**config.mk**
```make
export PLATFORM = sky130hd
export DESIGN_NAME = flash_burst_sequencer
export DESIGN_NICKNAME = d
export VERILOG_FILES = /design/src/rtl/flash_seq_pkg.sv /design/src/rtl/flash_seq_pattern_gen.sv /design/src/rtl/flash_burst_sequencer.sv
export SDC_FILE = /design/constraint.sdc
export NUM_CORES = 1
export LEC_CHECK = 0
export ABC_CLOCK_PERIOD_IN_PS = 12400
export CORE_AREA = 2 2 108 110
export CTS_CLUSTER_SIZE = 20
export DETAILED_ROUTE_END_ITERATION = 8
export DIE_AREA = 0 0 110 112
export GPL_TIMING_DRIVEN = 1
export PLACE_DENSITY = 0.94
export SYNTH_ARGS = -nofsm -noshare
export SYNTH_HDL_FRONTEND = slang
export SYNTH_SLANG_ARGS = --single-unit
```
**constraint.sdc**
```tcl
create_clock -name i_clock -period 12.4 [get_ports i_clock]
set_input_delay 3.72 -clock i_clock [delete_from_list [all_inputs] [get_ports i_clock]]
set_output_delay 3.72 -clock i_clock [all_outputs]
set_load 0.05 [all_outputs]
```
**src/rtl/flash_seq_pkg.sv**
```systemverilog
// Shared types and constants for the flash burst sequencer.
// The LFSR helper is used only when FLASH_SEQ_PRBS_EN is defined.
package flash_seq_pkg;

  typedef enum logic [1:0] {
    OP_CMD      = 2'd0,
    OP_WRITE    = 2'd1,
    OP_READ_CHK = 2'd2,
    OP_RSVD     = 2'd3
  } op_t;

  typedef enum logic [2:0] {
    StIdle,
    StCmdReq,
    StFrame,
    StWaitRdy,
    StBurstWr,
    StBurstRd,
    StFsh,
    StWaitDly
  } state_t;

  // Galois taps for x^8+x^6+x^5+x^4+1 (bits 6,5,4,0), shift-left form
  localparam logic [7:0]  LFSR_TAPS = 8'h71;
  localparam int unsigned CMD_TKS   = 2;
  localparam int unsigned TICK_W    = 8;

  function automatic logic [7:0] lfsr_next(input logic [7:0] s);
    return {s[6:0], 1'b0} ^ (s[7] ? LFSR_TAPS : 8'h00);
  endfunction

endpackage

```
**src/rtl/flash_seq_pattern_gen.sv**
```systemverilog
// Test pattern source: reloads SEED on i_load, steps on i_advance.
// FLASH_SEQ_PRBS_EN defined: 8-bit Galois LFSR, zero-extended to DATA_W.
// Undefined: incrementing counter from SEED, wrapping mod 2**DATA_W.
module flash_seq_pattern_gen
  import flash_seq_pkg::*;
#(
  parameter int unsigned DATA_W = 8,
  parameter logic [7:0]  SEED   = 8'h01
) (
  input  logic              i_clock,
  input  logic              i_rst,
  input  logic              i_load,
  input  logic              i_advance,
  output logic [DATA_W-1:0] o_value
);

`ifdef FLASH_SEQ_PRBS_EN
  // An all-zero LFSR would lock up, so a zero seed is promoted to 1
  localparam logic [7:0] SEED8 = (SEED == 8'h00) ? 8'h01 : SEED;

  logic [7:0] r_lfsr;

  // LFSR state: reload or step
  always_ff @(posedge i_clock or posedge i_rst) begin
    if (i_rst) begin
      r_lfsr <= SEED8;
    end else if (i_load) begin
      r_lfsr <= SEED8;
    end else if (i_advance) begin
      r_lfsr <= lfsr_next(r_lfsr);
    end
  end

  assign o_value = DATA_W'(r_lfsr);
`else
  localparam logic [DATA_W-1:0] SEED_W = DATA_W'(SEED);

  logic [DATA_W-1:0] r_count;

  // Counter state: reload or increment
  always_ff @(posedge i_clock or posedge i_rst) begin
    if (i_rst) begin
      r_count <= SEED_W;
    end else if (i_load) begin
      r_count <= SEED_W;
    end else if (i_advance) begin
      r_count <= r_count + DATA_W'(1);
    end
  end

  assign o_value = r_count;
`endif

endmodule

```
**src/rtl/flash_burst_sequencer.sv**
```systemverilog
// SPI-flash exercise sequencer: single commands, write bursts and read-back-check bursts.
// Pattern source selected by FLASH_SEQ_PRBS_EN (LFSR) or counter (default).
// Outputs are flops loaded from the next state, so they line up with the state register.
module flash_burst_sequencer
  import flash_seq_pkg::*;
#(
  parameter int unsigned DATA_W    = 8,
  parameter int unsigned CMD_W     = 8,
  parameter int unsigned LEN_W     = 12,
  parameter int unsigned FRAME_TKS = 3,
  parameter logic [23:0] WR_DELAY  = 24'hFF0000,
  parameter logic [7:0]  SEED      = 8'h01
) (
  input  logic              i_clock,
  input  logic              i_rst,
  input  logic              i_clk_en,
  input  logic              i_start,
  input  logic [1:0]        i_op,
  input  logic [CMD_W-1:0]  i_cmd_code,
  input  logic [LEN_W-1:0]  i_burst_len,
  output logic              o_cmd_request,
  output logic [CMD_W-1:0]  o_cmd,
  output logic              o_wr_frame_flag,
  output logic              o_rd_frame_flag,
  output logic              o_wr_valid,
  output logic [DATA_W-1:0] o_wr_data,
  input  logic              i_wr_ready,
  input  logic              i_rd_valid,
  input  logic [DATA_W-1:0] i_rd_data,
  output logic              o_rd_ready,
  output logic              o_busy,
  output logic              o_done,
  output logic [15:0]       o_err_cnt,
  output logic [LEN_W-1:0]  o_first_err_idx
);

  state_t            r_state, w_state_d;
  op_t               r_op, w_op_d;
  logic [LEN_W-1:0]  r_len, w_len_d;
  logic [LEN_W-1:0]  r_beat_cnt, w_beat_d, w_beat_inc;
  logic [TICK_W-1:0] r_tick_cnt, w_tick_d;
  logic [23:0]       r_dly_cnt, w_dly_d;

  logic              r_cmd_request, r_wr_frame, r_rd_frame, r_wr_valid, r_rd_ready;
  logic              r_busy, r_done;
  logic [CMD_W-1:0]  r_cmd;
  logic [15:0]       r_err_cnt;
  logic [LEN_W-1:0]  r_first_err_idx;

  logic              w_accept, w_wr_xfer, w_rd_xfer, w_cmd_last, w_frame_last, w_dly_last;
  logic [DATA_W-1:0] w_wr_pat, w_exp_pat;

  // Start is a board trigger, so it is accepted on any clock, not only on clk_en ticks
  assign w_accept     = (r_state == StIdle) && i_start && (op_t'(i_op) != OP_RSVD) &&
                        (i_burst_len != '0);
  assign w_wr_xfer    = r_wr_valid && i_wr_ready && i_clk_en;
  assign w_rd_xfer    = r_rd_ready && i_rd_valid && i_clk_en;
  assign w_beat_inc   = r_beat_cnt + LEN_W'(1);
  assign w_cmd_last   = (32'(r_tick_cnt) + 32'd1) >= CMD_TKS;
  assign w_frame_last = (32'(r_tick_cnt) + 32'd1) >= FRAME_TKS;
  assign w_dly_last   = (r_dly_cnt == WR_DELAY - 24'd1);

  flash_seq_pattern_gen #(
    .DATA_W (DATA_W),
    .SEED   (SEED)
  ) u_wr_pat (
    .i_clock   (i_clock),
    .i_rst     (i_rst),
    .i_load    (w_accept),
    .i_advance (w_wr_xfer),
    .o_value   (w_wr_pat)
  );

  flash_seq_pattern_gen #(
    .DATA_W (DATA_W),
    .SEED   (SEED)
  ) u_exp_pat (
    .i_clock   (i_clock),
    .i_rst     (i_rst),
    .i_load    (w_accept),
    .i_advance (w_rd_xfer),
    .o_value   (w_exp_pat)
  );

  // Next-state and counter logic
  always_comb begin
    w_state_d = r_state;
    w_op_d    = r_op;
    w_len_d   = r_len;
    w_beat_d  = r_beat_cnt;
    w_tick_d  = r_tick_cnt;
    w_dly_d   = r_dly_cnt;
    unique case (r_state)
      StIdle: begin
        if (w_accept) begin
          w_op_d    = op_t'(i_op);
          w_len_d   = i_burst_len;
          w_beat_d  = '0;
          w_tick_d  = '0;
          w_state_d = (op_t'(i_op) == OP_CMD) ? StCmdReq : StFrame;
        end
      end
      StCmdReq: begin
        if (i_clk_en) begin
          if (w_cmd_last) begin
            w_tick_d  = '0;
            w_state_d = StFsh;
          end else begin
            w_tick_d = r_tick_cnt + TICK_W'(1);
          end
        end
      end
      StFrame: begin
        if (i_clk_en) begin
          if (w_frame_last) begin
            w_tick_d  = '0;
            w_state_d = (r_op == OP_WRITE) ? StWaitRdy : StBurstRd;
          end else begin
            w_tick_d = r_tick_cnt + TICK_W'(1);
          end
        end
      end
      StWaitRdy: begin
        if (i_clk_en && i_wr_ready) w_state_d = StBurstWr;
      end
      StBurstWr: begin
        if (w_wr_xfer) begin
          w_beat_d = w_beat_inc;
          if (w_beat_inc == r_len) w_state_d = StFsh;
        end
      end
      StBurstRd: begin
        if (w_rd_xfer) begin
          w_beat_d = w_beat_inc;
          if (w_beat_inc == r_len) w_state_d = StFsh;
        end
      end
      StFsh: begin
        // Done lasts exactly one clock regardless of clk_en
        if ((r_op == OP_WRITE) && (WR_DELAY != 24'd0)) begin
          w_dly_d   = '0;
          w_state_d = StWaitDly;
        end else begin
          w_state_d = StIdle;
        end
      end
      StWaitDly: begin
        // Settle wait runs on raw clocks, not clk_en ticks
        if (w_dly_last) w_state_d = StIdle;
        else            w_dly_d   = r_dly_cnt + 24'd1;
      end
      default: w_state_d = StIdle;
    endcase
  end

  // State and counter registers
  always_ff @(posedge i_clock or posedge i_rst) begin
    if (i_rst) begin
      r_state    <= StIdle;
      r_op       <= OP_CMD;
      r_len      <= '0;
      r_beat_cnt <= '0;
      r_tick_cnt <= '0;
      r_dly_cnt  <= '0;
    end else begin
      r_state    <= w_state_d;
      r_op       <= w_op_d;
      r_len      <= w_len_d;
      r_beat_cnt <= w_beat_d;
      r_tick_cnt <= w_tick_d;
      r_dly_cnt  <= w_dly_d;
    end
  end

  // Registered handshake/status outputs decoded from the next state
  always_ff @(posedge i_clock or posedge i_rst) begin
    if (i_rst) begin
      r_cmd_request <= 1'b0;
      r_cmd         <= '0;
      r_wr_frame    <= 1'b0;
      r_rd_frame    <= 1'b0;
      r_wr_valid    <= 1'b0;
      r_rd_ready    <= 1'b0;
      r_busy        <= 1'b0;
      r_done        <= 1'b0;
    end else begin
      r_cmd_request <= (w_state_d == StCmdReq);
      r_cmd         <= (w_state_d == StCmdReq) ? (w_accept ? i_cmd_code : r_cmd) : '0;
      // Frame stays open from the lead-in through the whole data phase
      r_wr_frame    <= (w_op_d == OP_WRITE) && (w_state_d inside {StFrame, StWaitRdy, StBurstWr});
      r_rd_frame    <= (w_op_d == OP_READ_CHK) && (w_state_d inside {StFrame, StBurstRd});
      r_wr_valid    <= (w_state_d == StBurstWr);
      r_rd_ready    <= (w_state_d == StBurstRd);
      r_busy        <= (w_state_d != StIdle);
      r_done        <= (w_state_d == StFsh);
    end
  end

  // Read-compare error tracking, cleared when a READ_CHK launches
  always_ff @(posedge i_clock or posedge i_rst) begin
    if (i_rst) begin
      r_err_cnt       <= '0;
      r_first_err_idx <= '0;
    end else if (w_accept && (op_t'(i_op) == OP_READ_CHK)) begin
      r_err_cnt       <= '0;
      r_first_err_idx <= '0;
    end else if (w_rd_xfer && (i_rd_data != w_exp_pat)) begin
      if (r_err_cnt != 16'hFFFF) r_err_cnt <= r_err_cnt + 16'd1;
      if (r_err_cnt == 16'd0)    r_first_err_idx <= r_beat_cnt;
    end
  end

  assign o_cmd_request   = r_cmd_request;
  assign o_cmd           = r_cmd;
  assign o_wr_frame_flag = r_wr_frame;
  assign o_rd_frame_flag = r_rd_frame;
  assign o_wr_valid      = r_wr_valid;
  // Data bus is held at zero outside beats so idle/reset outputs read as 0
  assign o_wr_data       = r_wr_valid ? w_wr_pat : '0;
  assign o_rd_ready      = r_rd_ready;
  assign o_busy          = r_busy;
  assign o_done          = r_done;
  assign o_err_cnt       = r_err_cnt;
  assign o_first_err_idx = r_first_err_idx;

endmodule

```
== Yosys cells after proc, flatten, opt, wreduce, memory -nomap -nowiden ==
Cells that the tools add are included.
W data, S select, Z words.

* Register bits: 120
* Output and inout port bits: 51
* Word-level logic and storage cells: 132

* Add/sub/neg operators: 7
* Order comparisons: 2
* Eq/ne operators: 30
* Muxes and demuxes: 42
* Reduce and logical (&&, ||, !) cells: 33

{| class="wikitable"
|+ Operators with widths
! operator !! number
|-
| $mux W8 || 12
|-
| $mux W12 || 6
|-
| $mux W16 || 3
|-
| $mux W24 || 2
|-
| $pmux W24 S2 || 1
|-
| $mux W3 || 12
|-
| $pmux W12 S3 || 1
|-
| $ge A32 B2 Y1 const B || 1
|-
| $add A24 B1 Y24 const B || 1
|-
| $add A8 B1 Y8 const B || 3
|-
| $eq A24 B24 Y1 const B || 1
|-
| $pmux W3 S8 || 1
|-
| $pmux W8 S3 || 1
|-
| $eq A3 B3 Y1 const B || 7
|-
| $add A16 B1 Y16 const B || 1
|-
| $logic_not A16 Y1 || 1
|-
| $ne A16 B16 Y1 const B || 1
|-
| $ne A2 B2 Y1 const B || 8
|-
| $reduce_bool A2 Y1 || 7
|-
| $add A12 B1 Y12 const B || 1
|-
| $eq A12 B12 Y1 || 1
|-
| $eq A3 B2 Y1 const B || 4
|-
| $logic_and A1 B1 Y1 || 12
|-
| $reduce_bool A12 Y1 || 1
|-
| 14 further kinds || 25
|}

== Logic depth before layout (Yosys ltp) ==
Gate-level depths: netlist of run 1.

* Depth in word-level cells: 9
* Gate-level depth with buffers: 10
* Gate-level depth less buffers: 9

== Hierarchy ==
A second synthesis of run 1 with hierarchy kept.

* Cell total of the unflattened synthesis: 675
* Area total of the unflattened synthesis: 6,526.3 um2

{| class="wikitable"
|+ By module, submodules not included
! module !! instances !! cells each !! area each (um2)
|-
| flash_burst_sequencer || 1 || 599 || 5,718.0
|-
| flash_seq_pattern_gen || 2 || 38 || 404.1
|}

== Least setup slack after synthesis of run 1 ==
No wires, ideal clock.

* Kind: input to register
* Start: in i_clk_en
* End: reg r_rd_frame (netlist: o_rd_frame_flag)
* Arrival time: 5,467 ps
* Required time: 12,275 ps
* Path slack: 6,807 ps
* Stages: 8
* Path buffers: 2
* Cell sequence: clkbuf_1 -> and3_1 -> clkbuf_1 -> mux2_2 -> nand2_1 -> a2111o_1 -> and3_1 -> a2bb2o_1

* Longest elaborated chain between the ends: 6
* Elaborated cells on any way between the ends: 13
* Classes of those cells: 2 x eq/ne; 6 x mux; 5 x reduce/logical

{| class="wikitable"
|+ RTL lines
! what !! RTL line !! source
|-
| start, declared || flash_burst_sequencer.sv:16 || <nowiki>input logic i_clk_en,</nowiki>
|-
| $logic_and A1 B1 Y1, on equally long branches || flash_burst_sequencer.sv:57, flash_burst_sequencer.sv:56, flash_burst_sequencer.sv:124 ||
|-
| $mux W3, on equally long branches || flash_burst_sequencer.sv:133, flash_burst_sequencer.sv:124, flash_burst_sequencer.sv:127 ||
|-
| $pmux W3 S8 (*) || flash_burst_sequencer.sv:93 || <nowiki>unique case (r_state)</nowiki>
|-
| $eq A3 B2 Y1 / $eq A3 B3 Y1 (equally long branches) || flash_burst_sequencer.sv:191 || <nowiki>r_rd_frame <= (w_op_d == OP_READ_CHK) && (w_state_d inside {StFrame, StBurstRd});</nowiki>
|-
| $reduce_bool A2 Y1 (*) || flash_burst_sequencer.sv:191 ||
|-
| $logic_and A1 B1 Y1 (*) || flash_burst_sequencer.sv:191 ||
|-
| end signal, assigned || flash_burst_sequencer.sv:191 ||
|-
| end, declared || flash_burst_sequencer.sv:44 || <nowiki>logic r_cmd_request, r_wr_frame, r_rd_frame, r_wr_valid, r_rd_ready;</nowiki>
|}

Every way passes the cells marked *; elsewhere a longest branch is shown, timed or not.
A chain may end at the register's enable or synchronous reset.

== Worst setup path in the final report of run 1 ==
* Start: in i_burst_len[1]
* End: reg r_beat_cnt[9]

* Longest elaborated chain between the ends: 4

{| class="wikitable"
|+ RTL lines
! what !! RTL line !! source
|-
| start, declared || flash_burst_sequencer.sv:20 || <nowiki>input logic [LEN_W-1:0] i_burst_len,</nowiki>
|-
| $reduce_bool A12 Y1 || flash_burst_sequencer.sv:55 || <nowiki>(i_burst_len != '0);</nowiki>
|-
| $logic_and A1 B1 Y1 || flash_burst_sequencer.sv:54 || <nowiki>assign w_accept = (r_state == StIdle) && i_start && (op_t'(i_op) != OP_RSVD) &&</nowiki>
|-
| $ne A2 B2 Y1 (no line) || n/a ||
|-
| $reduce_and A4 Y1 (no line) || n/a ||
|-
| end signal, assigned || flash_burst_sequencer.sv:169 || <nowiki>r_beat_cnt <= w_beat_d;</nowiki>
|-
| end, declared || flash_burst_sequencer.sv:40 || <nowiki>logic [LEN_W-1:0] r_beat_cnt, w_beat_d, w_beat_inc;</nowiki>
|}

Every way passes these cells.

==> results list, run 1 <==
- The flow ran to the end, and the final reports show no timing, DRC or antenna violations.
- Derived from the worst setup path, the maximum achievable clock frequency is roughly 0.16 GHz.
- The detailed router finished its first iteration with between 400 and 500 violations.
* Power per standard cell area: ~120 nW/um^2
* Clock latency on the worst-skew pair: between 0.4 and 0.5 ns
* Met1 routing resource usage after global routing: 0.353
- Vias per inst: between 6 and 7
- After detailed routing, the total wire length is 16.4 mm.
- The number of hold violations in the final report was 0.
* Standard cell with the maximum stage delay on the critical path: sky130_fd_sc_hd__a311o_1
- In the global route stage, overall resource usage came out at 0.284.
- STA classifies the critical path endpoint as a flop.
* GR met2 Demand/Resource: 0.459
- Die X-Extent: between 100 and 150 microns
* Shortest period the worst path allows: approximately 6.4 ns
* HPWL reported at the end of detailed placement: approximately 11 mm
- Number of cells upsized or downsized after cts: 0
* Clk sink count: 120
- CP startpoint kind: primary input
- Share of the cycle needed by the critical path after routing: 0.520
- Excluding fillers, the count of instances in the completed layout stands at 900.
- Via count: approximately 5500
- Clock Power Share: 0.539
* Hold Crit Class: reg -> reg
* R2R Path Start: r_state[0]
- Number of buffers added to fix hold violations after cts: 0
- Sequential cell area fraction in the yosys report: 0.462
* Net count after synthesis: 712
* Setup clock skew after layout: 0.00892 ns
- # port buffers: 86
- Main synth FF type: sky130_fd_sc_hd__dfrtp_1
* Filler cell count: approximately 710
- The number of global-route vias before repair came to roughly 5600.
- The number of antenna violations at the first check in global routing came to 0.
- Yosys mapped the design onto 68 distinct sky130hd cell types.
- CTS tree: built
- The worst hold path begins at r_tick_cnt[6].
- Worst setup path startpoint: i_burst_len[1]
* Summed instance area of the synthesized netlist: approximately 6500 sq um
- H-tree depth: 4
- Max-cap violations in this run came to 0.
- Combinational cell fraction of total power: 0.045
- The first detailed-routing pass ran for 5 iterations.
* Share of flip-flops with an asynchronous set or reset after synthesis: 1.00
* Setup bufs post-CTS: 0
- Data arrives at the worst endpoint at 6.75 ns.
- The share of total power dissipated in sequential elements is 0.417.
- The initialized floorplan defines 39 standard-cell rows.
* Least-Margin Pin Slew: roughly 1.2 ns
- In this run, placement finished with an instance count of 868.
* GRT Max-Usage Layer: met2
* Initial Util: 0.582
* Clock transition time at the flip-flop clock pins of the worst setup and hold paths: ~0.060 ns
* Post-Synthesis Cells: around 670
* Mean cell area of the mapped netlist: 9.75 sq um
* Pins Over Slew Limit: 0
- The core region is approximately 11000 sq um.
* Routability cong.: 0.885
- The Yosys step of the flow raised 0 warnings.
- Most frequent CP cell: sky130_fd_sc_hd__o21ai_0
* First-pass GRT wire length: roughly 27 mm
* Net switching power of the design: 206 uW
- Kind of critical path: in -> reg
- Peak supply drop: 0.000106 V
- For this design the top-level I/O count stands at 87.
- In this run the worst path has a maximum fanout of 17.
* # setup viols final: 0
- Dividing the detail-routed wire length by the instance count gives ~18 microns.
- Summed over all cells, the static leakage comes to around 0.0035 uW.
- Of the post-synthesis cell area, the dominant cell type holds 0.454.
- Met3 layer usage reported by global route: 0.0714
* Final setup TNS: 0 ns
* Cell-by-cell trace of the critical path: clkdlybuf4s50_1 -> nor4_1 -> a311o_1 -> buf_4 -> a21oi_1 -> a31oi_1 -> or2_2 -> o21ai_0 -> o21ai_0
- Sum of overflow across all layers after global routing: 0
- In the final layout, flip-flops and latches occupy around 3000 sq um.
- Final hold analysis gives a worst-case slack of 0.492 ns.
- Clock tree root buffer cell: sky130_fd_sc_hd__clkbuf_16
* RSZ-0062 raised after global routing: false
- Final antenna-violating net count: 0
* Net switching fraction of the power: 0.214
- Multi-input gate area in the final layout: 3320 sq um
- Post-synth EDFFs: 0
- The clock passes through at most 2 buffers.
- Number of design rule violations left after detail routing: 0
* Finished layout cell area: slightly above 8000 sq um
- For this run, the slowest stage of the critical path takes just over 0.7 ns.
- Clock tree synthesis inserted a total of 17 buffers.
- Critical path required time: around 13 ns
- In this run the tightest slew margin relative to its limit is 0.182.
- Most frequent cells after synthesis: 118 x sky130_fd_sc_hd__dfrtp_1, 83 x sky130_fd_sc_hd__nor2_1, 55 x sky130_fd_sc_hd__nand2_1
- Yosys instantiated no cell more often than sky130_fd_sc_hd__dfrtp_1.
- Placed standard-cell area: ~7400 sq um
* Layout cells sized above 1: 0.106
- Entering global routing, the biggest net connects 64 pins.
* Util after Layout: 0.721
- 0 antenna diodes ended up in the layout.
- Flops & latches, synth: 120
* Top cells by area, synth: sky130_fd_sc_hd__dfrtp_1 45%, sky130_fd_sc_hd__nor2_1 4.8%, sky130_fd_sc_hd__xnor2_1 3.9%, sky130_fd_sc_hd__mux2i_1 3.7%, sky130_fd_sc_hd__xor2_1 3.6%
- Cell internal power was estimated by the tool at approximately 760 uW.
- From bottom edge to top edge, the die measures ~110 microns.
* Die footprint: approximately 12000 sq um
* Yosys top cell by area: sky130_fd_sc_hd__dfrtp_1
- At the end of the flow, the number of nets in the layout was between 700 and 800.
* Synth-to-layout area growth: 23.9%
-- routing by layer --
metal  vias to the layer above  part of all wire
li1                       2514                 -
met1                      2727              0.40
met2                       256              0.50
met3                        51             0.064
met4                         0             0.034
met5                         -                 0
-- metrics by stage --
stage	power, uW	worst slack, ns
CTS	966	6.02
global placement	447	5.78
finish	963	5.95
detailed placement	449	5.67
global route	986	5.81
floorplan	429	5.50
-- final timing paths --
check	endpoint	slack, ns	cells after the start
setup reg to reg	o_err_cnt[0]	9.20	4
hold / removal	r_tick_cnt[6]	0.49	1
max in group asynchronous	r_beat_cnt[0]	7.33	3
setup / recovery	r_beat_cnt[9]	5.95	9
min in group asynchronous	r_dly_cnt[19]	3.79	2
hold reg to reg	r_tick_cnt[6]	0.49	1
-- layout make-up --
type / instances / area share
Multi-Input combinational cell: 504 / 0.412
Inverter: 13 / 0.00637
Clock buffer: 20 / 0.0555
Timing Repair Buffer: 88 / 0.109
Sequential cell: 120 / 0.373
Tap cell: 143 / 0.0222
Clock inverter: 12 / 0.0216
-- cells by family after synthesis --
logic type	after synthesis	share of synthesized area
compound gates	100	0.107
xor+xnor	56	0.0755
fa+ha+maj	9	0.0173
buf+inv	43	0.0283
flops	120	0.462
mux	38	0.0612
simple gates	301	0.249
-- registers in the layout, summed over array words and instances, names as in the netlist, 2 cells and up --
signal and cells:
r_len 12, r_tick_cnt 8, r_state 3, u_exp_pat.o_value 8, r_dly_cnt 24, r_op 2
o_first_err_idx 12, o_err_cnt 16, r_beat_cnt 12, o_cmd 8, u_wr_pat.o_value 8
-- power by group through the flow --
stage | logic, uW | clock network (uW) | registers [uW]
floorplan | 22.9 | 0 | 406
global placement | 40.2 | 0 | 407
detailed placement | 41.9 | 0 | 407
CTS | 43.2 | 522 | 401
global route | 47.2 | 538 | 401
finish | 43.1 | 519 | 401
-- cell usage in the layout, fill, tap and decap left out, types with 3 or more instances in the layout --
cell	n
sky130_fd_sc_hd__o211ai_1	3
sky130_fd_sc_hd__mux2_2	14
sky130_fd_sc_hd__o21ai_0	38
sky130_fd_sc_hd__nor3_1	11
sky130_fd_sc_hd__nor3_2	10
sky130_fd_sc_hd__clkinvlp_4	4
sky130_fd_sc_hd__xnor2_1	29
sky130_fd_sc_hd__and2_1	24
sky130_fd_sc_hd__clkinv_2	3
sky130_fd_sc_hd__nand3_1	32
sky130_fd_sc_hd__a31oi_1	4
sky130_fd_sc_hd__nand2_1	55
sky130_fd_sc_hd__mux2i_1	24
sky130_fd_sc_hd__clkdlybuf4s50_1	86
sky130_fd_sc_hd__nand4b_1	5
sky130_fd_sc_hd__o31ai_1	5
sky130_fd_sc_hd__nand4_1	16
sky130_fd_sc_hd__nor3b_1	3
sky130_fd_sc_hd__and4_1	3
sky130_fd_sc_hd__nor2b_1	7
sky130_fd_sc_hd__o41ai_1	4
sky130_fd_sc_hd__nor4_1	8
sky130_fd_sc_hd__ha_1	9
sky130_fd_sc_hd__or3_1	9
sky130_fd_sc_hd__dfrtp_1	118
sky130_fd_sc_hd__a21oi_1	16
sky130_fd_sc_hd__inv_1	11
sky130_fd_sc_hd__nand2b_1	7
sky130_fd_sc_hd__and3_1	14
sky130_fd_sc_hd__nor2_1	83
sky130_fd_sc_hd__bufinv_16	4
sky130_fd_sc_hd__xor2_1	27
sky130_fd_sc_hd__clkbuf_16	17
sky130_fd_sc_hd__a211oi_1	4
-- worst max-delay path, delay by kind of cell --
family | cells | cell delay (ns)
compound gates | 5 | 1.29
simple gates | 2 | 0.90
buf+inv | 2 | 0.82
Power figures use the tool's default switching activity.
==> run 2, diff against run 1 <==
--- a/config.mk
+++ b/config.mk
@@ -5,13 +5,13 @@
 export SDC_FILE = /design/constraint.sdc
 export NUM_CORES = 1
 export LEC_CHECK = 0
-export ABC_CLOCK_PERIOD_IN_PS = 12400
-export CORE_AREA = 2 2 108 110
+export ABC_CLOCK_PERIOD_IN_PS = 5750
+export CORE_AREA = 2 2 118 120
 export CTS_CLUSTER_SIZE = 20
 export DETAILED_ROUTE_END_ITERATION = 8
-export DIE_AREA = 0 0 110 112
+export DIE_AREA = 0 0 120 122
 export GPL_TIMING_DRIVEN = 1
-export PLACE_DENSITY = 0.94
+export PLACE_DENSITY = 0.85
 export SYNTH_ARGS = -nofsm -noshare
 export SYNTH_HDL_FRONTEND = slang
 export SYNTH_SLANG_ARGS = --single-unit
==> constraint.sdc (replaced) <==
create_clock -name i_clock -period 5.75 [get_ports i_clock]
set_input_delay 1.725 -clock i_clock [delete_from_list [all_inputs] [get_ports i_clock]]
set_output_delay 1.725 -clock i_clock [all_outputs]
set_load 0.05 [all_outputs]
==> run 2 against run 1 <==
Effect of this change: sequential power up 120%; global-route usage shrank 6.5 points; critical endpoint is now o_wr_frame_flag; clock power up 110%; critical path depth down 2; total power grew 110%; sequential cell count is the same.
==> results list, run 2 (synthesis gave the netlist of run 1 again) <==
- The clock edge transition at the registers on the reported setup and hold paths came to 0.05 ns (about the same).
- RSZ-0062 raised after global routing: false
- Clock latency on the worst-skew pair: 0.42 ns (about the same)
- First-pass GRT wire length: 25.4 mm (-7.2%)
* Largest register FFs: 24 (unchanged)
- Worst setup path startpoint: i_clk_en
- The number of antenna violations at the first check in global routing is 0 (unchanged).
- Leak Pwr: 0.00347 uW (+0.46%)
- The total number of vias was 5313 (-4.2%).
- The number of I/O pins came to 87 (unchanged).
- Synth-to-layout area growth: 24.9%
* Sum of overflow across all layers after global routing: 0 (unchanged)
* Final setup TNS: 0 ns (unchanged)
- Routability cong.: 0.870 (-1.8%)
* Final antenna-violating net count: 0 (unchanged)
* Least-Margin Pin Slew: 0.868 ns (-0.353 ns)
* Post-detailed-routing wire length: 15.0 mm (-8.3%)
- Pins Over Slew Limit: 0 (unchanged)
* Maximum number of pins on one net before global-route repair: 53 (-17%)
- Worst slew margin: 0.414 (+0.232)
* 1st-pass router iterations: 8 (+3)
- Share of the cycle needed by the critical path after routing: 0.712
- # port buffers: 86 (unchanged)
- # setup viols final: 0 (unchanged)
- Clock tree buffer depth: 2 (unchanged)
- In this run the worst hold path is classified as reg -> reg.
- The die footprint came to 14600 sq um (+19%).
- Global Route Usage Sum: 0.218 (-0.0654)
- The flow ran to the end, and the final reports show no timing, DRC or antenna violations.
* Number of cells upsized or downsized after cts: 0 (unchanged)
- STA classifies the critical path startpoint as a primary input.
* Tot Pwr: 2030 uW (+110%)
- The worst setup path is captured at a flop.
- Number of design rule violations left after detail routing: 0 (unchanged)
* Floorplan die height: 122 microns (+8.9%)
- Vias per inst: 5.65 (-8.4%)
- CP arrival: 4.40 ns (-2.35 ns)
- The HPWL reported at the end of detailed placement is 10.4 mm (-4.8%).
- Number of buffers added by the clock tree synthesis step: 17 (unchanged)
* Largest reg by FF count: r_dly_cnt
- Final layout net count: 794 (+0.63%)
- DRT iter0 DRCs: 482 (+0.84%)
- Number of placed instances, taps included: 910 (+4.8%)
- The TritonCTS sink count is 120 (unchanged).
* Origin of the worst min-delay path: r_tick_cnt[6]
- Layout cells sized above 1: 0.113 (+0.00733)
- Clock tree root buffer cell: sky130_fd_sc_hd__clkbuf_16
* Setup clock skew after layout: 0.00878 ns (-0.000135 ns)
- The number of fill cells in the layout came to 1084 (+52%).
- Kind of critical path: in -> reg
* Count of maximum capacitance violations: 0 (unchanged)
* CTS tree: built
- R2R Path Start: r_beat_cnt[0]
- Highest-count cells in the layout ignoring fill and taps: 118 x sky130_fd_sc_hd__dfrtp_1, 86 x sky130_fd_sc_hd__clkdlybuf4s50_1, 83 x sky130_fd_sc_hd__nor2_1
- The library cell used most frequently in the layout, excluding fill and tap cells, is sky130_fd_sc_hd__dfrtp_1.
- The die boundary width was 120 microns (+9.1%).
- The routed length per instance was 16.0 microns (-12%).
- The required time at the endpoint of the critical path was 6.06 ns (-6.64 ns).
* CP max FO: 13 (-4)
* # diodes: 0 (unchanged)
* Peak supply drop: 0.000132 V (+25%)
- Power per standard cell area: 251 nW/um^2 (+110%)
- Vias in the first global route: 5196 (-7.6%)
- Number of placement rows: 43 (+10%)
- For this run, the top clock speed supported by timing is between 0.2 and 0.25 GHz.
* Number of buffers added to fix hold violations after cts: 0 (unchanged)
- H-tree depth: 4 (unchanged)
* Setup bufs post-CTS: 0 (unchanged)
- Non-filler instance count after layout: 941 (+4.6%)
- Shortest period the worst path allows: 4.09 ns
- The area of the placeable core is 13500 sq um (+21%).
* Count of final hold-check violations: 0 (unchanged)
- Initial Util: 0.481 (-0.100)
-- run 2: cell types whose count changed in the layout (fill, tap and decap cells not counted) --
| cell | change |
|---|---|
| sky130_fd_sc_hd__inv_6 | -1 |
| sky130_fd_sc_hd__clkinvlp_4 | +1 |
| sky130_fd_sc_hd__clkinv_4 | +1 |
| sky130_fd_sc_hd__clkbuf_1 | -2 |
| sky130_fd_sc_hd__bufinv_16 | -1 |
| sky130_fd_sc_hd__buf_4 | +5 |
| sky130_fd_sc_hd__clkbuf_8 | +1 |
-- run 2: per-stage QoR --
step / area, sq um / utilization / hold slack [ns] / setup WS (ns)
CTS: 8120 / 0.601 / 0.492 / 1.70
global route: 8120 / 0.601 / 0.502 / 1.49
floorplan: 6500 / - / 0.455 / 0.842
detailed placement: 7520 / 0.557 / 0.475 / 1.28
global placement: 7520 / 0.557 / 0.473 / 1.34
finish: 8120 / 0.601 / 0.488 / 1.66
-- run 2: worst paths after layout --
check / endpoint / slack (ns) / cells past startpoint
worst min-delay path: r_tick_cnt[6] / 0.49 / 1
worst max-delay path: o_wr_frame_flag / 1.66 / 7
worst max register to register: o_wr_frame_flag / 2.71 / 8
min in group asynchronous: r_dly_cnt[14] / 1.76 / 2
worst min register to register: r_tick_cnt[6] / 0.49 / 1
max in group asynchronous: r_len[11] / 3.07 / 3
-- run 2: report_power, final --
group / switching, uW / internal, uW / total [uW]
logic: 46.2 / 44.7 / 90.9
registers: 10.4 / 854 / 864
clock network: 381 / 698 / 1080
-- run 2: routing by layer --
layer | GRT usage | part of all wire | routed length, microns
met5 | 0 | 0 | 0
met4 | 0.0838 | 0.023 | 343
met3 | 0.0515 | 0.058 | 871
met2 | 0.354 | 0.48 | 7240
met1 | 0.284 | 0.44 | 6600
-- run 2: area by class of cell --
class	count	area, sq um	area share
Multi-Input combinational cell	504	3320	0.409
Clock buffer	19	453	0.0558
Sequential cell	120	3010	0.370
Timing Repair Buffer	93	913	0.112
Tap cell	180	225	0.0277
Inverter	13	51.3	0.00632
Clock inverter	12	151	0.0186
-- run 2: worst max-delay path, stage by stage --
cell,delay [ns]
sky130_fd_sc_hd__clkdlybuf4s50_1,0.64
sky130_fd_sc_hd__and3_1,0.43
sky130_fd_sc_hd__mux2_2,0.24
sky130_fd_sc_hd__nand2_1,0.27
sky130_fd_sc_hd__a2111o_1,0.59
sky130_fd_sc_hd__and2_1,0.25
sky130_fd_sc_hd__a211oi_1,0.25
==> run 3, diff against run 2 <==
--- a/config.mk
+++ b/config.mk
@@ -5,13 +5,13 @@
 export SDC_FILE = /design/constraint.sdc
 export NUM_CORES = 1
 export LEC_CHECK = 0
-export ABC_CLOCK_PERIOD_IN_PS = 5750
-export CORE_AREA = 2 2 118 120
+export ABC_CLOCK_PERIOD_IN_PS = 4300
+export CORE_AREA = 2 2 111 113
 export CTS_CLUSTER_SIZE = 20
 export DETAILED_ROUTE_END_ITERATION = 8
-export DIE_AREA = 0 0 120 122
+export DIE_AREA = 0 0 113 115
 export GPL_TIMING_DRIVEN = 1
-export PLACE_DENSITY = 0.85
+export PLACE_DENSITY = 0.9
 export SYNTH_ARGS = -nofsm -noshare
 export SYNTH_HDL_FRONTEND = slang
 export SYNTH_SLANG_ARGS = --single-unit
==> constraint.sdc (replaced) <==
create_clock -name i_clock -period 4.3 [get_ports i_clock]
set_input_delay 1.29 -clock i_clock [delete_from_list [all_inputs] [get_ports i_clock]]
set_output_delay 1.29 -clock i_clock [all_outputs]
set_load 0.05 [all_outputs]
==> run 3 against run 2 <==
Effect of this change: the flow now finishes with violations (DRC); sequential share of layout area down 0.15 points; non-clock buffer count up 3; die area down 11%; clock skew down 0.0012 ns; cell count down 3.1%; via count up 2.6%; highest routed layer unchanged; critical path type unchanged.
==> results list, run 3 (synthesis gave the netlist of run 1 again) <==
* Global Route Usage Sum: 0.265 (+0.0466)
* Setup bufs post-CTS: 0 (unchanged)
- Share of the cycle needed by the critical path after routing: 0.799
* Synth-to-layout area growth: 25.4%
- Floorplan die height: 115 microns (-5.7%)
- Net switching power of the design: 575 uW (+31%)
- The clock edge transition at the registers on the reported setup and hold paths came to 0.05 ns (about the same).
- Counting flops per register, the top entry is r_dly_cnt.
- Final hold slack: 0.498 ns (+0.00924 ns)
- The library cells used most frequently in the layout, excluding fill and tap cells, are 118 x sky130_fd_sc_hd__dfrtp_1, 86 x sky130_fd_sc_hd__clkdlybuf4s50_1, 83 x sky130_fd_sc_hd__nor2_1.
- # diodes: 0 (unchanged)
- Net switching fraction of the power: 0.204 (-0.0113)
* Number of design rule violations left after detail routing: 2 (+2)
- The required time at the endpoint of the critical path was 4.57 ns (-1.49 ns).
* Final antenna-violating net count: 0 (unchanged)
- The internal power summed over all cells is 2250 uW (+41%).
* Final layout net count: 797 (+0.38%)
- Number of buffers added by the clock tree synthesis step: 17 (unchanged)
* Power per standard cell area: 346 nW/um^2 (+38%)
- The die boundary width came to 113 microns (-5.8%).
- The count of buffers from port buffering came to 86 (unchanged).
- The peak fanout along the critical path came to 12 (-1).
* CP arrival: 3.70 ns (-0.70 ns)
* Die footprint: 13000 sq um (-11%)
- Core region area: 11800 sq um (-13%)
- The least setup slack across all paths after layout came to 0.866 ns (-0.793 ns).
- The vias per cell was 5.98 (+5.9%).
- The clock latency at the later pin of the worst-skew pair came to 0.42 ns (about the same).
* Maximum number of pins on one net before global-route repair: 81 (+53%)
- The number of hold violations in the final report came to 0 (unchanged).
- STA classifies the critical path endpoint as a flop.
- Via count: 5453 (+2.6%)
- Setup slack of the most critical reg-to-reg path: 1.29 ns (-1.42 ns)
* Most common cell after layout, fill and taps aside: sky130_fd_sc_hd__dfrtp_1
* Number of placement rows: 40 (-7.0%)
- Worst slew margin: 0.302 (-0.112)
- The total negative setup slack is 0 ns (unchanged).
- The worst path in the final design needs a cycle of approximately 3.4 ns, including I/O delays and setup.
- In this run the clock root is driven by a sky130_fd_sc_hd__clkbuf_16.
- Largest register FFs: 24 (unchanged)
* Initial Util: 0.550 (+0.0690)
- The maximum VDD drop came to 0.000281 V (+110%).
- First-pass GRT wire length: 27.0 mm (+6.3%)
- The number of antenna violations at the first check in global routing came to 0 (unchanged).
- Least-Margin Pin Slew: 1.04 ns (+0.175 ns)
- Util after Layout: 0.690 (+0.0890)
* CP startpoint kind: primary input
* Ports placed on the boundary: 87 (unchanged)
- Kind of critical path: in -> reg
- Leak Pwr: 0.00352 uW (+1.3%)
- For this run, the top clock speed supported by timing is between 0.2 and 0.3 GHz.
- The met3 capacity usage during global routing came to 0.0712 (+0.0197).
- The number of global-route vias before repair is 5571 (+7.2%).
- The pre-CTS worst setup slack is 0.391 ns (-0.887 ns).
- The HPWL reported at the end of detailed placement came to 11.3 mm (+8.2%).
- The combinational group share of total power came to 0.043 (-0.002).
- Violated checks: DRC
- The total setup violations reported at the end of the flow was 0 (unchanged).
* 1st-pass router iterations: 7 (-1)
* Post-detailed-routing wire length: 16.1 mm (+7.2%)
- Sequential share of power: 0.410 (-0.015)
- The TritonCTS sink count was 120 (unchanged).
- The routed length per instance was 17.7 microns (+11%).
* Number of cells upsized or downsized after cts: 0 (unchanged)
* H-tree depth: 4 (unchanged)
- Met1 routing resource usage after global routing: 0.308 (+0.0242)
* Layout cells sized above 1: 0.114 (+0.000716)
- The fraction of power consumed by the clock network came to 0.547 (+0.017).
* Sum of overflow across all layers after global routing: 0 (unchanged)
* GR met2 Demand/Resource: 0.452 (+0.0975)
* Setup clock skew after layout: 0.00759 ns (-0.00119 ns)
* GRT Max-Usage Layer: met2
- The number of buffers on the longest clock path came to 2 (unchanged).
* Hold Crit Class: reg -> reg
- The max-slew violation count was 0 (unchanged).
- Setup repair after global routing left no endpoint under its margin.
- Run status: finished with violations
* DRT iter0 DRCs: 304 (-37%)
- The placer congestion estimate came to 0.887 (+2.0%).
- Count of maximum capacitance violations: 0 (unchanged)
- Number of buffers added to fix hold violations after cts: 0 (unchanged)
- CTS tree: built
-- run 3: final timing paths --
check                                 endpoint           start  cells after the start
min in group asynchronous  u_wr_pat.o_value[4]           i_rst                      3
hold / removal                   r_dly_cnt[23]   r_dly_cnt[23]                      1
setup reg to reg                        o_busy   r_tick_cnt[0]                      8
setup / recovery                        o_busy  i_burst_len[7]                      8
hold reg to reg                  r_dly_cnt[23]   r_dly_cnt[23]                      1
max in group asynchronous        r_tick_cnt[7]           i_rst                      3
-- run 3: per-stage QoR --
step,area [sq um],power (uW),instances
after floorplan,6500,1240,667
after global placement,7510,1290,880
after detailed placement,7510,1300,880
after CTS,8150,2840,912
after global routing,8150,2910,912
final,8150,2820,912
-- run 3: cell type report --
type                       instances  area [sq um]
clock buffer                      25           505
clock inverter                     7           138
fill                             826          3660
inverter                          13          52.6
multi-input combinational        504          3320
sequential                       120          3010
tap                              147           184
timing repair buffer              96           948
-- run 3: power groups by stage --
stage	logic [uW]	clock network, uW	registers [uW]
after floorplan	66.3	0	1170
after global placement	117	0	1170
after detailed placement	123	0	1180
after CTS	124	1560	1160
after global routing	135	1620	1160
final	123	1540	1160
-- run 3: metal layers --
metal  vias to the layer above  wire, microns
li1                       2521              -
met1                      2693           6300
met2                       196           8310
met3                        43           1010
met4                         0            511
met5                         -              0
-- run 3: critical path, cell delays in order --
cell and delay, ns:
sky130_fd_sc_hd__clkdlybuf4s50_1 0.42, sky130_fd_sc_hd__nor4_1 0.54, sky130_fd_sc_hd__nand3_1 0.17, sky130_fd_sc_hd__and3_1 0.21, sky130_fd_sc_hd__o32a_1 0.20, sky130_fd_sc_hd__nor4b_4 0.30, sky130_fd_sc_hd__and2_2 0.42, sky130_fd_sc_hd__nand3_1 0.15
